[config.mk]
export PLATFORM = sky130hd
export DESIGN_NAME = sqr_wav_gen_mc
export DESIGN_NICKNAME = d
export VERILOG_FILES = /design/src/rtl/sqr_wav_pkg.sv /design/src/rtl/sqr_wav_chan.sv /design/src/rtl/sqr_wav_gen_mc.sv
export SDC_FILE = /design/constraint.sdc
export NUM_CORES = 1
export LEC_CHECK = 0
export ABC_AREA = 0
export BUFFER_PORTS_ARGS = -buffer_cell sky130_fd_sc_hd__buf_4
export CORE_UTILIZATION = 50
export CTS_BUF_LIST = sky130_fd_sc_hd__clkbuf_8 sky130_fd_sc_hd__clkbuf_16
export DETAILED_ROUTE_END_ITERATION = 6
export PLACE_DENSITY = 0.77
export SLEW_MARGIN = 20
export SYNTH_ARGS = -nofsm -noshare
export SYNTH_HDL_FRONTEND = slang
export SYNTH_SLANG_ARGS = --single-unit
export TNS_END_PERCENT = 1
[constraint.sdc]
create_clock -name clk -period 6.63 [get_ports clk]
set_input_delay 1.326 -clock clk [delete_from_list [all_inputs] [get_ports clk]]
set_output_delay 1.326 -clock clk [all_outputs]
set_load 0.01 [all_outputs]
[src/rtl/sqr_wav_pkg.sv]
// sqr_wav_pkg: channel state encoding and default sizing shared by the square-wave generator.
package sqr_wav_pkg;
    typedef enum logic [1:0] {IDLE, HIGH, LOW} state_e;
    localparam int DEF_NUM_CH   = 4;
    localparam int DEF_CNT_W    = 8;
    localparam int DEF_TICK_DIV = 10;
endpackage

[src/rtl/sqr_wav_chan.sv]
// sqr_wav_chan: one square-wave channel with shadowed high/low lengths applied at period boundaries.
module sqr_wav_chan
    import sqr_wav_pkg::*;
#(
    parameter int CNT_W    = DEF_CNT_W,
    parameter int TICK_DIV = DEF_TICK_DIV
) (
    input  logic             clk,
    input  logic             rst_n,
    input  logic             en_i,
    input  logic             load_i,
    input  logic [CNT_W-1:0] high_i,
    input  logic [CNT_W-1:0] low_i,
    output logic             sqr_o,
    output logic             done_o
);
    localparam int PW = TICK_DIV > 1 ? $clog2(TICK_DIV) : 1;

    state_e           state_q, state_d, start_st;
    logic [PW-1:0]    pre_q, pre_d;
    logic [CNT_W-1:0] cnt_q, cnt_d, act_hi_q, act_hi_d, act_lo_q, act_lo_d;
    logic [CNT_W-1:0] sh_hi_q, sh_hi_d, sh_lo_q, sh_lo_d, len, nxt_hi, nxt_lo;
    logic             pend_q, pend_d, sqr_q, sqr_d, done_q, done_d;
    logic             tick_end, ph_end, bnd, upd;

    always_comb begin
        tick_end = pre_q == PW'(TICK_DIV - 1);
        len      = (state_q == HIGH) ? act_hi_q : act_lo_q;
        ph_end   = tick_end && (cnt_q == len - CNT_W'(1));
        // A period ends after LOW, or after HIGH when there is no LOW phase
        bnd      = ph_end && ((state_q == LOW) || (state_q == HIGH && act_lo_q == '0));
        upd      = en_i && ((state_q == IDLE) || bnd);
        nxt_hi   = pend_q ? sh_hi_q : act_hi_q;
        nxt_lo   = pend_q ? sh_lo_q : act_lo_q;
        start_st = (nxt_hi != '0) ? HIGH : (nxt_lo != '0) ? LOW : IDLE;
        state_d  = state_q;
        pre_d    = tick_end ? '0 : pre_q + PW'(1);
        cnt_d    = tick_end ? cnt_q + CNT_W'(1) : cnt_q;
        if (!en_i || upd || ph_end) begin
            state_d = !en_i ? IDLE : upd ? start_st : LOW;
            pre_d   = '0;
            cnt_d   = '0;
        end
        act_hi_d = upd ? nxt_hi : act_hi_q;
        act_lo_d = upd ? nxt_lo : act_lo_q;
        sh_hi_d  = load_i ? high_i : sh_hi_q;
        sh_lo_d  = load_i ? low_i : sh_lo_q;
        pend_d   = load_i || (pend_q && !upd);
        done_d   = en_i && bnd;
        sqr_d    = state_d == HIGH;
    end

    always_ff @(posedge clk or negedge rst_n) begin
        if (!rst_n) begin
            state_q  <= IDLE;
            pre_q    <= '0;
            cnt_q    <= '0;
            act_hi_q <= '0;
            act_lo_q <= '0;
            sh_hi_q  <= '0;
            sh_lo_q  <= '0;
            pend_q   <= 1'b0;
            sqr_q    <= 1'b0;
            done_q   <= 1'b0;
        end else begin
            state_q  <= state_d;
            pre_q    <= pre_d;
            cnt_q    <= cnt_d;
            act_hi_q <= act_hi_d;
            act_lo_q <= act_lo_d;
            sh_hi_q  <= sh_hi_d;
            sh_lo_q  <= sh_lo_d;
            pend_q   <= pend_d;
            sqr_q    <= sqr_d;
            done_q   <= done_d;
        end
    end

    assign sqr_o  = sqr_q;
    assign done_o = done_q;
endmodule

[src/rtl/sqr_wav_gen_mc.sv]
// sqr_wav_gen_mc: NUM_CH independent programmable square-wave channels.
module sqr_wav_gen_mc
    import sqr_wav_pkg::*;
#(
    parameter int NUM_CH   = DEF_NUM_CH,
    parameter int CNT_W    = DEF_CNT_W,
    parameter int TICK_DIV = DEF_TICK_DIV
) (
    input  logic                         clk,
    input  logic                         rst_n,
    input  logic [NUM_CH-1:0]            en,
    input  logic [NUM_CH-1:0][CNT_W-1:0] high_m,
    input  logic [NUM_CH-1:0][CNT_W-1:0] low_n,
    input  logic [NUM_CH-1:0]            load,
    output logic [NUM_CH-1:0]            sqr_out,
    output logic [NUM_CH-1:0]            period_done
);
    for (genvar i = 0; i < NUM_CH; i++) begin : g_ch
        sqr_wav_chan #(.CNT_W(CNT_W), .TICK_DIV(TICK_DIV)) u_chan (
            .clk    (clk),
            .rst_n  (rst_n),
            .en_i   (en[i]),
            .load_i (load[i]),
            .high_i (high_m[i]),
            .low_i  (low_n[i]),
            .sqr_o  (sqr_out[i]),
            .done_o (period_done[i])
        );
    end
endmodule

==> flow_summary.json <==
{
  "status": "completed",
  "n_fill_cell": 1625,
  "yosysSeqAreaShare": 0.499,
  "ir_worst_vdd_mv": 0.188,
  "synthTopCellsByArea": "dfrtp_1, mux2_2, mux2i_1",
  "synth_commonest_cells": "dfrtp_1, mux2_2, nor2_1, nand2_1, mux2i_1",
  "drc": 0,
  "antenna_found_initial": 0,
  "first_iter_violations": 335,
  "routed_wl_mm": 18.8,
  "vias": 6632,
  "yosysUniqueCellTypes": 60,
  "maxCapViolations": 0,
  "wl_met3_um": 572,
  "fmax_ghz": 0.274,
  "synth_area_mm2": 0.00983,
  "worst_hold_path_type": "reg -> reg",
  "vias_per_cell": 5.60,
  "syn_avg_cell_area_um2": 11.6,
  "crit_type": "reg -> reg",
  "ys_warn_count": 0,
  "ios": 82,
  "clock_latency_ns": 0.43,
  "leakagePower_uw": 0.00484,
  "grt_pass1_vias": 6738,
  "ys.flop_type": "dfrtp_1",
  "fin_crit_ns": 3.65,
  "ant_nets": 0,
  "cts_resized": 0,
  "critPathLaunchType": "flip-flop",
  "synthMuxAreaShare": 0.189,
  "yosys.area_share.simple": 0.131,
  "worst_slew_pin_slew_ns": 0.970,
  "fin_skew_ns": 0.00992,
  "grt_max_degree": 82,
  "rsz0062_at_grt": "no",
  "endpoint_kind": "flip-flop",
  "gr-usage-all-layers": 0.200,
  "core_region_area_mm2": 0.0190,
  "die-area_mm2": 0.0202,
  "place_congestion": 0.875,
  "diodes": 0,
  "setup_tns_ns": 0,
  "cts_setup_buffers": 0,
  "routed.top_layer": "met4",
  "place_hpwl_mm": 13.4,
  "rows": 50,
  "final-max-slew-violation-count": 0,
  "synth-edff-count": 0,
  "max_slew_margin": 0.351,
  "synth_top_family_by_area": "multiplexers",
  "firstDrtPassIters": 4,
  "die_y_um": 142,
  "cts_hold_buf": 0,
  "yosysMostFrequentCell": "dfrtp_1",
  "synthCells": 850,
  "met1_length_mm": 8.99,
  "wire_per_inst_um": 15.9,
  "syn-num-nets": 940,
  "synth_top_area_share": 0.499,
  "htreeDepth": 4,
  "synth-adder-area-share": 0.0204,
  "setup_slack_ns": 2.98,
  "numCtsBuffers": 17,
  "yosys.area.top_type": "dfrtp_1",
  "areaGrowthSynthToFinish_pct": 13.1,
  "die_x_um": 142,
  "ys_seq_elements": 196,
  "synth_xor_area_frac": 0.0713,
  "root_buffer": "clkbuf_16",
  "power_density_mw_per_mm2": 331,
  "hold_viol": 0,
  "wl_met2_mm": 9.07,
  "path_max_fanout": 16,
  "grt-ovfl-total": 0,
  "place_ws_ns": 3.05,
  "clockBufferDepth": 2,
  "setup_viol": 0,
  "io_buffer_count": 81,
  "cts_tree": "yes",
  "grt_first_pass_wirelength_mm": 32.4,
  "critPathArrivalTime_ns": 3.96,
  "synth-compound-area-share": 0.0594,
  "cp.required_ns": 6.94,
  "post-route-period-util": 0.551,
  "drive_above_1_share": 0.269,
  "async_flop_share": 1.00,
  "initial_core_util": 0.517,
  "clkTransAtPathRegs_ns": 0.07,
  "fin_nets": 1002,
  "clkSinkCount": 196
}
## routing by layer
metal	track usage	up-vias
met5	0	-
met4	0.0549	0
met3	0.0387	17
met2	0.320	125
met1	0.277	3333
li1	-	3157
## worst paths after layout
kind | startpoint | endpoint | slack (ns) | cells past startpoint
setup / recovery | g_ch[1].u_chan.state_q[1] | g_ch[1].u_chan.act_hi_q[6] | 2.98 | 11
hold / removal | g_ch[2].u_chan.pre_q[0] | g_ch[2].u_chan.pre_q[0] | 0.49 | 1
max in group asynchronous | rst_n | g_ch[1].u_chan.cnt_q[7] | 4.70 | 2
min in group asynchronous | rst_n | g_ch[0].u_chan.sh_hi_q[4] | 0.85 | 1
setup reg to reg | g_ch[1].u_chan.state_q[1] | g_ch[1].u_chan.act_hi_q[6] | 2.98 | 11
hold reg to reg | g_ch[2].u_chan.pre_q[0] | g_ch[2].u_chan.pre_q[0] | 0.49 | 1
## through the flow
step | cells | power (uW) | hold WS [ns] | util | instance area (um^2)
6_report | 1185 | 3690 | 0.488 | 0.585 | 11100
5_1_grt | 1185 | 3900 | 0.502 | 0.585 | 11100
4_1_cts | 1185 | 3710 | 0.493 | 0.585 | 11100
3_5_place_dp | 1153 | 2660 | 0.483 | 0.554 | 10500
3_3_place_gp | 1153 | 2630 | 0.481 | 0.554 | 10500
2_1_floorplan | 850 | 2420 | 0.456 | - | 9830
## flip-flops by register name, summed over array words and instances (netlist names)
signal                count
g_ch.u_chan.act_hi_q     32
g_ch.u_chan.act_lo_q     32
g_ch.u_chan.cnt_q        32
g_ch.u_chan.done_o        4
g_ch.u_chan.pend_q        4
g_ch.u_chan.pre_q        16
g_ch.u_chan.sh_hi_q      32
g_ch.u_chan.sh_lo_q      32
g_ch.u_chan.sqr_o         4
g_ch.u_chan.state_q       8
## report_power, final
| part | switching [uW] | internal (uW) | leakage, uW |
|---|---|---|---|
| clock network | 495 | 538 | 0.000294 |
| logic | 445 | 511 | 0.00212 |
| registers | 270 | 1430 | 0.00242 |
| total | 1210 | 2480 | 0.00484 |
## critical path, stage by stage, from the launching register on
cell      delay [ns]
dfrtp_1         0.47
nand2b_1        0.60
mux2i_1         0.39
ha_1            0.26
xnor2_1         0.16
xnor2_1         0.14
nand3_1         0.11
nor3_2          0.27
nand4_1         0.13
o21ai_0         0.15
nand3_2         0.40
mux2_1          0.45
## cells in the final DEF (no fill, tap or decap), types with 15 or more instances in the layout
| cell | synthesis | routed |
|---|---|---|
| a21oi_1 | 15 | 15 |
| buf_4 | 11 | 82 |
| clkbuf_16 | 0 | 17 |
| dfrtp_1 | 196 | 196 |
| ha_1 | 16 | 16 |
| mux2_2 | 113 | 113 |
| mux2i_1 | 44 | 44 |
| nand2_1 | 45 | 45 |
| nand3_1 | 19 | 19 |
| nor2_1 | 64 | 64 |
| nor3_1 | 41 | 41 |
| nor4_1 | 19 | 19 |
| o21ai_0 | 26 | 26 |
| xnor2_1 | 37 | 37 |
| xor2_1 | 43 | 43 |
## final cells by class
cell class	instances	area, um^2	share of cell area
clock inverters	15	159	0.0143
clock buffers	17	425	0.0382
flip-flops and latches	196	4900	0.441
inverters	10	37.5	0.00337
multi-input cells	603	4630	0.416
well taps	260	325	0.0292
repair buffers	84	641	0.0576
## logic make-up (layout without fill, tap and decap cells)
group	count (synthesis)	count (layout)
AOI/OAI and AO/OA	87	87
xor gates and xnor gates	80	80
adders and majority gates	16	16
buffers and inverters	51	126
DFF	196	196
muxes	168	168
and+or+nand+nor	252	252
Note: power is estimated with default switching activity, not from simulation.
